**config.mk**
```make
export PLATFORM = sky130hd
export DESIGN_NAME = multi_byte_compare_ctrl
export DESIGN_NICKNAME = d
export VERILOG_FILES = /design/src/rtl/multi_byte_compare_ctrl.sv
export SDC_FILE = /design/constraint.sdc
export NUM_CORES = 1
export LEC_CHECK = 0
export BUFFER_PORTS_ARGS = -buffer_cell sky130_fd_sc_hd__buf_4
export CAP_MARGIN = 20
export CORE_MARGIN = 4
export CORE_UTILIZATION = 30
export DETAILED_ROUTE_END_ITERATION = 16
export GPL_TIMING_DRIVEN = 1
export PLACE_DENSITY = 0.53
export SLEW_MARGIN = 25
export SYNTH_ARGS = -nofsm -noshare
export SYNTH_HDL_FRONTEND = slang
export SYNTH_SLANG_ARGS = --single-unit
```
**constraint.sdc**
```tcl
create_clock -name clk -period 6.1 [get_ports clk]
set_input_delay 1.525 -clock clk [delete_from_list [all_inputs] [get_ports clk]]
set_output_delay 1.525 -clock clk [all_outputs]
set_load 0.03 [all_outputs]
```
**src/rtl/multi_byte_compare_ctrl.sv**
```systemverilog
// Byte-serial magnitude comparator: walks two NBYTES-wide operands MSB byte first through one 8-bit cascade slice.
// Define SIGNED_CMP_EN to treat the operands as two's-complement.

module byte_cmp_slice (
  input  logic [7:0] a_i,
  input  logic [7:0] b_i,
  input  logic       lt_i,
  input  logic       eq_i,
  input  logic       gt_i,
  output logic       lt_o,
  output logic       eq_o,
  output logic       gt_o
);

  // Local magnitude decides; ties defer to the cascade inputs
  always_comb begin
    lt_o = 1'b0;
    eq_o = 1'b0;
    gt_o = 1'b0;
    if (a_i > b_i) begin
      gt_o = 1'b1;
    end else if (a_i < b_i) begin
      lt_o = 1'b1;
    end else begin
      lt_o = lt_i;
      eq_o = eq_i;
      gt_o = gt_i;
    end
  end

endmodule

module multi_byte_compare_ctrl #(
  parameter int unsigned NBYTES = 4
) (
  input  logic                  clk,
  input  logic                  reset,
  input  logic                  start,
  input  logic [8*NBYTES-1:0]   a,
  input  logic [8*NBYTES-1:0]   b,
  output logic                  busy,
  output logic                  done,
  output logic                  lt,
  output logic                  eq,
  output logic                  gt,
  output logic [7:0]            bytes_used
);

  localparam int unsigned W        = 8 * NBYTES;
  localparam logic [7:0]  IDX_LAST = 8'(NBYTES - 1);
  localparam logic [7:0]  NB_CNT   = 8'(NBYTES);

  typedef enum logic [0:0] {
    S_IDLE = 1'b0,
    S_CMP  = 1'b1
  } state_t;

  state_t         state_q, state_d;
  logic [W-1:0]   ra_q, ra_d, rb_q, rb_d;
  logic [7:0]     idx_q, idx_d, count_q, count_d, used_q, used_d;
  logic           done_q, done_d, lt_q, lt_d, eq_q, eq_d, gt_q, gt_d;
  logic [7:0]     byte_a_s, byte_b_s;
  logic           slice_lt_s, slice_eq_s, slice_gt_s;

  // Select the current byte pair; in signed mode the MSB byte's sign bit is flipped
  always_comb begin
    byte_a_s = 8'h00;
    byte_b_s = 8'h00;
    for (int i = 0; i < NBYTES; i++) begin
      byte_a_s = (idx_q == 8'(i)) ? ra_q[8*i +: 8] : byte_a_s;
      byte_b_s = (idx_q == 8'(i)) ? rb_q[8*i +: 8] : byte_b_s;
    end
`ifdef SIGNED_CMP_EN
    byte_a_s[7] = byte_a_s[7] ^ (idx_q == IDX_LAST);
    byte_b_s[7] = byte_b_s[7] ^ (idx_q == IDX_LAST);
`endif
  end

  byte_cmp_slice u_slice (
    .a_i  (byte_a_s),
    .b_i  (byte_b_s),
    .lt_i (1'b0),
    .eq_i (1'b1),
    .gt_i (1'b0),
    .lt_o (slice_lt_s),
    .eq_o (slice_eq_s),
    .gt_o (slice_gt_s)
  );

  // State and datapath registers with synchronous reset
  always_ff @(posedge clk) begin
    if (reset) begin
      state_q <= S_IDLE;
      ra_q    <= '0;
      rb_q    <= '0;
      idx_q   <= 8'd0;
      count_q <= 8'd0;
      done_q  <= 1'b0;
      lt_q    <= 1'b0;
      eq_q    <= 1'b0;
      gt_q    <= 1'b0;
      used_q  <= 8'd0;
    end else begin
      state_q <= state_d;
      ra_q    <= ra_d;
      rb_q    <= rb_d;
      idx_q   <= idx_d;
      count_q <= count_d;
      done_q  <= done_d;
      lt_q    <= lt_d;
      eq_q    <= eq_d;
      gt_q    <= gt_d;
      used_q  <= used_d;
    end
  end

  // Next-state logic: accept in IDLE, one byte per cycle in CMP, exit on first difference
  always_comb begin
    state_d = state_q;
    ra_d    = ra_q;
    rb_d    = rb_q;
    idx_d   = idx_q;
    count_d = count_q;
    done_d  = 1'b0;
    lt_d    = lt_q;
    eq_d    = eq_q;
    gt_d    = gt_q;
    used_d  = used_q;
    case (state_q)
      S_IDLE: begin
        if (start) begin
          ra_d    = a;
          rb_d    = b;
          idx_d   = IDX_LAST;
          count_d = 8'd0;
          state_d = S_CMP;
        end else begin
          state_d = S_IDLE;
        end
      end
      S_CMP: begin
        count_d = count_q + 8'd1;
        if (!slice_eq_s) begin
          lt_d    = slice_lt_s;
          eq_d    = 1'b0;
          gt_d    = slice_gt_s;
          used_d  = count_q + 8'd1;
          done_d  = 1'b1;
          state_d = S_IDLE;
        end else if (idx_q == 8'd0) begin
          lt_d    = 1'b0;
          eq_d    = 1'b1;
          gt_d    = 1'b0;
          used_d  = NB_CNT;
          done_d  = 1'b1;
          state_d = S_IDLE;
        end else begin
          idx_d   = idx_q - 8'd1;
        end
      end
      default: begin
        state_d = S_IDLE;
      end
    endcase
  end

  assign busy       = (state_q == S_CMP);
  assign done       = done_q;
  assign lt         = lt_q;
  assign eq         = eq_q;
  assign gt         = gt_q;
  assign bytes_used = used_q;

endmodule

```
==> run_results.csv, run 1 <==
group,metric,value,unit
synthesis,yosysTopAreaCellShare,0.426,
cells_and_area,finalNonFillerCells,795,
timing,grt_setup_unrepaired,"no",
synthesis,ys_warn_count,0,
die,core-area,14000,um2
cells_and_area,fin_area,5310,um2
global_routing,grt_pass1_wl,19300,um
worst_setup_path,ff2ff_path_depth,11,
timing,tightest_slew,0.950,ns
cells_and_area,num-fill-cells,1462,
detailed_routing,vias,3950,
worst_setup_path,critPathArrivalTime,4.04,ns
detailed_routing,wl,11900,um
timing,finClkSkew,0.00584,ns
die,fp.dieH,129,um
detailed_routing,drt_iter0_drc,199,
clock_network,tritoncts,"built",
pwr,leakage,0.00214,uW
timing,slew_viol_final,0,
detailed_routing,via_per_inst,4.97,
global_routing,grt_overflow_total,0,
cells_and_area,multi_input_area,2320,um2
clock_network,cts_root_buffer,"clkbuf_16",
die,start_util,0.311,
cells_and_area,n_antenna_cell,0,
worst_setup_path,required,6.38,ns
timing,setup_viol,0,
synthesis,synthesis.area,4370,um2
placed_design,io_buffers,79,
timing,relSlewSlack,0.367,
pwr,ir_drop,0.000117,V
detailed_routing,post-route-drc-count,0,
flow_run,cap_viol_max_count,0,
worst_setup_path,end_kind,"register",
placed_design,gp_congestion,0.762,
timing,period_share,0.617,
pwr,cellPowerDensity,269,nW/um2
timing,period_needed,3.76,ns
synthesis,syn_area_per_cell,7.84,um2
cells_and_area,layout-drive-gt1-share,0.177,
worst_setup_path,r2r_slack,2.34,ns
status,status,"finished, final reports clean",
timing,holdWs,0.457,ns
timing,max_freq,266,MHz
cells_and_area,area_growth,21.6,%
synthesis,synth_largest_area_cell,"dfxtp_1",
cells_and_area,final_cell_mix,"nand2_1, dfxtp_1, buf_4, a21oi_1, nand3_1",
min_path,holdCritPathClass,"reg -> reg",
placed_design,placed_cell_area,5040,um2
die,die_x,129,um
clock_network,post_cts_buffers,0,
synthesis,yosys-top-cells-area,"dfxtp_1, nand2_1, a21oi_1",
pwr,p_total,1430,uW
cells_and_area,fin_nets,692,
synthesis,ys_types,50,
worst_setup_path,crit_path_start,"idx_q[5]$_SDFFE_PP0P_",
global_routing,grt_pass1_vias,3793,
clock_network,cts_buffers,9,
clock_network,cts.reportedPaths.clkPinSlew,0.06,ns
worst_setup_path,endpoint,"idx_q[4]$_SDFFE_PP0P_",
worst_setup_path,r2r-end,"idx_q[4]$_SDFFE_PP0P_",
detailed_routing,drt_first_pass_iters,4,
worst_setup_path,worstSetupPathType,"reg -> reg",
global_routing,grt_usage,0.145,
detailed_routing,ant_nets,0,
worst_setup_path,critPathMaxFanout,21,
clock_network,cts_sinks,93,
cells_and_area,layout_commonest_cell,"nand2_1",
die,rows,43,
synthesis,ys_seq_area_frac,0.426,
detailed_routing,wire_per_inst,15.0,um
synthesis,synth_nets,638,
placed_design,dp.cells,780,
synthesis,synth_seq_cells,93,
clock_network,cts.repair.resized,0,
global_routing,grt_max_degree,92,
timing,timing.final.hold_violations,0,
timing,tns,0,ns
global_routing,antenna_found_initial,0,
die,io_pins,80,
clock_network,clock_latency,0.34,ns
worst_setup_path,start_kind,"register",
clock_network,ctsHoldBuffers,0,
cells_and_area,regArea,1860,um2
die,die_area,16500,um2
clock_network,clockBufferDepth,2,
worst_setup_path,timing.rr.start,"idx_q[5]$_SDFFE_PP0P_",
synthesis,syn_inst,557,
placed_design,hpwlAfterDp,8600,um
clock_network,cts_htree_levels,3,
[metrics by stage]
step	utilization	setup slack (ns)
floorplan	-	3.08
detailed placement	0.359	2.18
finish	0.378	2.34
CTS	0.378	2.16
global route	0.378	1.99
global placement	0.359	2.30
[how the worst min path moves through the flow]
stage / cells after the start / startpoint / endpoint
after floorplan: 2 / ra_q[0]$_SDFFE_PP0P_ / ra_q[0]$_SDFFE_PP0P_
after global placement: 2 / rb_q[28]$_SDFFE_PP0P_ / rb_q[28]$_SDFFE_PP0P_
after detailed placement: 2 / rb_q[12]$_SDFFE_PP0P_ / rb_q[12]$_SDFFE_PP0P_
after CTS: 2 / rb_q[29]$_SDFFE_PP0P_ / rb_q[29]$_SDFFE_PP0P_
after global routing: 2 / rb_q[28]$_SDFFE_PP0P_ / rb_q[28]$_SDFFE_PP0P_
final: 2 / rb_q[12]$_SDFFE_PP0P_ / rb_q[12]$_SDFFE_PP0P_
[sequential cells by signal (all words and copies together) (netlist names), 8 cells and up]
register,flops
ra_q,32
count_q,8
bytes_used,8
idx_q,8
rb_q,32
[synth_stat cells, drive strengths merged]
cell / n
nand2: 156
dfxtp: 93
a21oi: 77
nand3: 35
buf: 20
clkbuf: 18
nor2: 17
o21a: 17
ha: 14
inv: 9
a22o: 8
a22oi: 8
nor3: 8
o21ai: 8
a21o: 7
o32ai: 7
nand2b: 6
and3: 5
xnor2: 5
a2111oi: 4
nand3b: 3
nor2b: 3
nor3b: 3
or2: 3
xor2: 3
a211oi: 2
a31oi: 2
nand4: 2
o21ba: 2
o2bb2ai: 2
or3: 2
a311oi: 1
a31o: 1
and2: 1
mux2i: 1
o211a: 1
o22ai: 1
o31ai: 1
or4: 1
[power breakdown]
part	internal [uW]	total (uW)	switching (uW)	leakage, uW
combinational	112	267	155	0.00125
sequential	639	663	24.0	0.000762
clock	284	501	217	0.000129
total	1030	1430	396	0.00214
[metal layers]
| metal | vias to the layer above | part of all wire | track usage | wire length [um] |
|---|---|---|---|---|
| met4 | 0 | 0.012 | 0.0500 | 140 |
| met2 | 58 | 0.48 | 0.231 | 5750 |
| met1 | 1855 | 0.47 | 0.201 | 5640 |
| met3 | 10 | 0.032 | 0.0224 | 381 |
| li1 | 2027 | - | - | - |
| met5 | - | 0 | 0 | 0 |
[area by class of cell]
type | instances | area share
sequential | 93 | 0.351
timing repair buffer | 81 | 0.115
multi-input combinational | 417 | 0.437
inverter | 9 | 0.00636
clock buffer | 13 | 0.0471
clock inverter | 2 | 0.00189
tap | 180 | 0.0424
[critical path, stage by stage, from the launching register on]
cell	delay, ns
dfxtp_1	0.35
nor3_1	0.40
and3_1	0.76
a21oi_1	0.15
o21ai_0	0.20
a22o_1	0.16
ha_1	0.25
a21oi_1	0.16
o21ai_1	0.16
or3_1	0.55
a211oi_4	0.39
a21o_1	0.17
[cells by family (layout without fill, tap and decap cells)]
kind of cell / after synthesis / in the layout / synth area share
buffers and inverters: 47 / 105 / 0.0453
AND/OR/NAND/NOR: 245 / 245 / 0.248
flip-flops: 93 / 93 / 0.426
XOR/XNOR: 8 / 8 / 0.0161
adder cells (fa/ha/maj): 14 / 14 / 0.0401
AO/OA/AOI/OAI: 149 / 149 / 0.222
multiplexers: 1 / 1 / 0.00229
(Power assumes the default switching activity.)
==> run 2: changes to the inputs <==
- clock period: 6.1 -> 3.7 ns (I/O delays scaled with it)
==> run 2 against run 1 <==
Sequential power increased by 64%; critical path depth increased by 2; sequential share of layout area decreased by 1.0 points; fmax increased by 14%; global-route usage about the same; critical path type unchanged.
==> run_results.csv, run 2 (synthesis gave the netlist of run 1 again) <==
group,metric,value,unit
status,status,"finished, final reports clean",
detailed_routing,post-route-drc-count,0,
die,start_util,0.311,
clock_network,cts_root_buffer,"clkbuf_16",
placed_design,pre_cts_ws,0.393,ns
detailed_routing,wl,11800,um
worst_setup_path,end_kind,"register",
placed_design,placed_cell_area,5150,um2
timing,relSlewSlack,0.500,
min_path,holdCritPathClass,"reg -> reg",
global_routing,grt_usage,0.145,
min_path,min_path_cells,2,
worst_setup_path,critPathMaxFanout,11,
global_routing,grt_pass1_vias,3832,
global_routing,grt_pass1_wl,19100,um
placed_design,dp.cells,793,
worst_setup_path,crit_path_start,"idx_q[2]$_SDFFE_PP0P_",
worst_setup_path,r2r_slack,0.39,ns
timing,tns,0,ns
global_routing,grt_overflow_total,0,
placed_design,gp_congestion,0.813,
die,rows,43,
global_routing,busiest_layer,"met2",
cells_and_area,fin_nets,705,
timing,tightest_slew,0.749,ns
clock_network,clockBufferDepth,2,
worst_setup_path,ff2ff_path_depth,13,
cells_and_area,area_growth,25.3,%
timing,timing.final.hold_violations,0,
cells_and_area,n_antenna_cell,0,
die,fp.dieH,129,um
clock_network,cts_htree_levels,3,
global_routing,gr-usage-met1,0.197,
timing,period_share,0.895,
clock_network,cts.reportedPaths.clkPinSlew,0.06,ns
cells_and_area,final_cell_mix,"nand2_1, dfxtp_1, buf_4, a21oi_1, nand3_1",
clock_network,cts_buffers,9,
die,core-area,14000,um2
worst_setup_path,r2r-end,"idx_q[6]$_SDFFE_PP0P_",
min_path,hold_start,"ra_q[8]$_SDFFE_PP0P_",
global_routing,antenna_found_initial,0,
clock_network,tritoncts,"built",
worst_setup_path,required,3.98,ns
detailed_routing,vias,3982,
flow_run,cap_viol_max_count,0,
detailed_routing,via_per_inst,4.93,
timing,finClkSkew,0.00764,ns
min_path,hold_end,"ra_q[8]$_SDFFE_PP0P_",
clock_network,post_cts_buffers,0,
global_routing,grt_max_degree,53,
die,die_x,129,um
cells_and_area,reg.largest.list,"ra_q x32, rb_q x32",
die,io_pins,80,
detailed_routing,ant_nets,0,
pwr,cellPowerDensity,460,nW/um2
timing,period_needed,3.31,ns
clock_network,cts.repair.resized,0,
clock_network,clock_latency,0.34,ns
worst_setup_path,timing.rr.start,"idx_q[2]$_SDFFE_PP0P_",
pwr,ir_drop,0.000195,V
global_routing,use_met2,0.233,
placed_design,hpwlAfterDp,8930,um
cells_and_area,fin_area,5470,um2
timing,setup_viol,0,
die,die_area,16500,um2
cells_and_area,layout_commonest_cell,"nand2_1",
clock_network,ctsHoldBuffers,0,
cells_and_area,layout-drive-gt1-share,0.196,
pwr,p_total,2520,uW
detailed_routing,drt_first_pass_iters,4,
worst_setup_path,start_kind,"register",
worst_setup_path,critPathArrivalTime,3.59,ns
worst_setup_path,worstSetupPathType,"reg -> reg",
detailed_routing,drt_iter0_drc,243,
timing,slew_viol_final,0,
pwr,leakage,0.00223,uW
timing,postLayoutSetupSlackWorst,0.388,ns
clock_network,cts_sinks,93,
global_routing,gr-usage-met3,0.0203,
cells_and_area,finalNonFillerCells,808,
detailed_routing,wire_per_inst,14.6,um
timing,max_freq,302,MHz
placed_design,io_buffers,79,
timing,grt_setup_unrepaired,"no",
## run 2: changes by cell type in the layout (fill, tap and decap cells not counted)
cell	change
bufinv_16	+2
nand2_2	-1
nand2_1	+1
clkinvlp_4	+1
clkbuf_1	-2
buf_4	+12
buf_12	+1
clkinv_2	-1
## run 2: power breakdown
| group | leakage [uW] | internal, uW | switching, uW |
|---|---|---|---|
| clock network | 0.000152 | 605 | 362 |
| logic | 0.00132 | 202 | 255 |
| registers | 0.000762 | 1050 | 40.6 |
## run 2: worst max-delay path, cell delays in order, from the launching register on
cell,delay [ns]
dfxtp_1,0.37
nor3_4,0.21
buf_4,0.16
nand3_1,0.20
buf_4,0.24
nand3_1,0.11
nand3_1,0.08
a22oi_1,0.24
ha_1,0.32
a21oi_1,0.16
o21ai_1,0.09
or3_1,0.52
a211oi_4,0.39
a21o_1,0.17
## run 2: worst max path at each step
stage	endpoint	slack, ns	cells past startpoint
global route	idx_q[2]$_SDFFE_PP0P_	0.13	14
floorplan	idx_q[2]$_SDFFE_PP0P_	0.68	13
detailed placement	idx_q[6]$_SDFFE_PP0P_	0.39	13
global placement	idx_q[5]$_SDFFE_PP0P_	0.47	13
finish	idx_q[6]$_SDFFE_PP0P_	0.39	13
CTS	idx_q[6]$_SDFFE_PP0P_	0.37	13
## run 2: area by class of cell
type,instances,area (um2)
clock buffers,11,243
clock inverters,4,72.6
fillers,1449,8570
inverters,9,33.8
multi-input cells,417,2320
flip-flops and latches,93,1860
well taps,180,225
repair buffers,94,718
## run 2: stage by stage
step	hold slack, ns	utilization
floorplan	0.437	-
global placement	0.451	0.367
detailed placement	0.450	0.367
CTS	0.459	0.390
global route	0.476	0.390
finish	0.458	0.390
## run 2: layer usage
metal | vias up | wire, um
met4 | 0 | 207
li1 | 2053 | -
met1 | 1836 | 5600
met3 | 15 | 374
met5 | - | 0
met2 | 78 | 5640
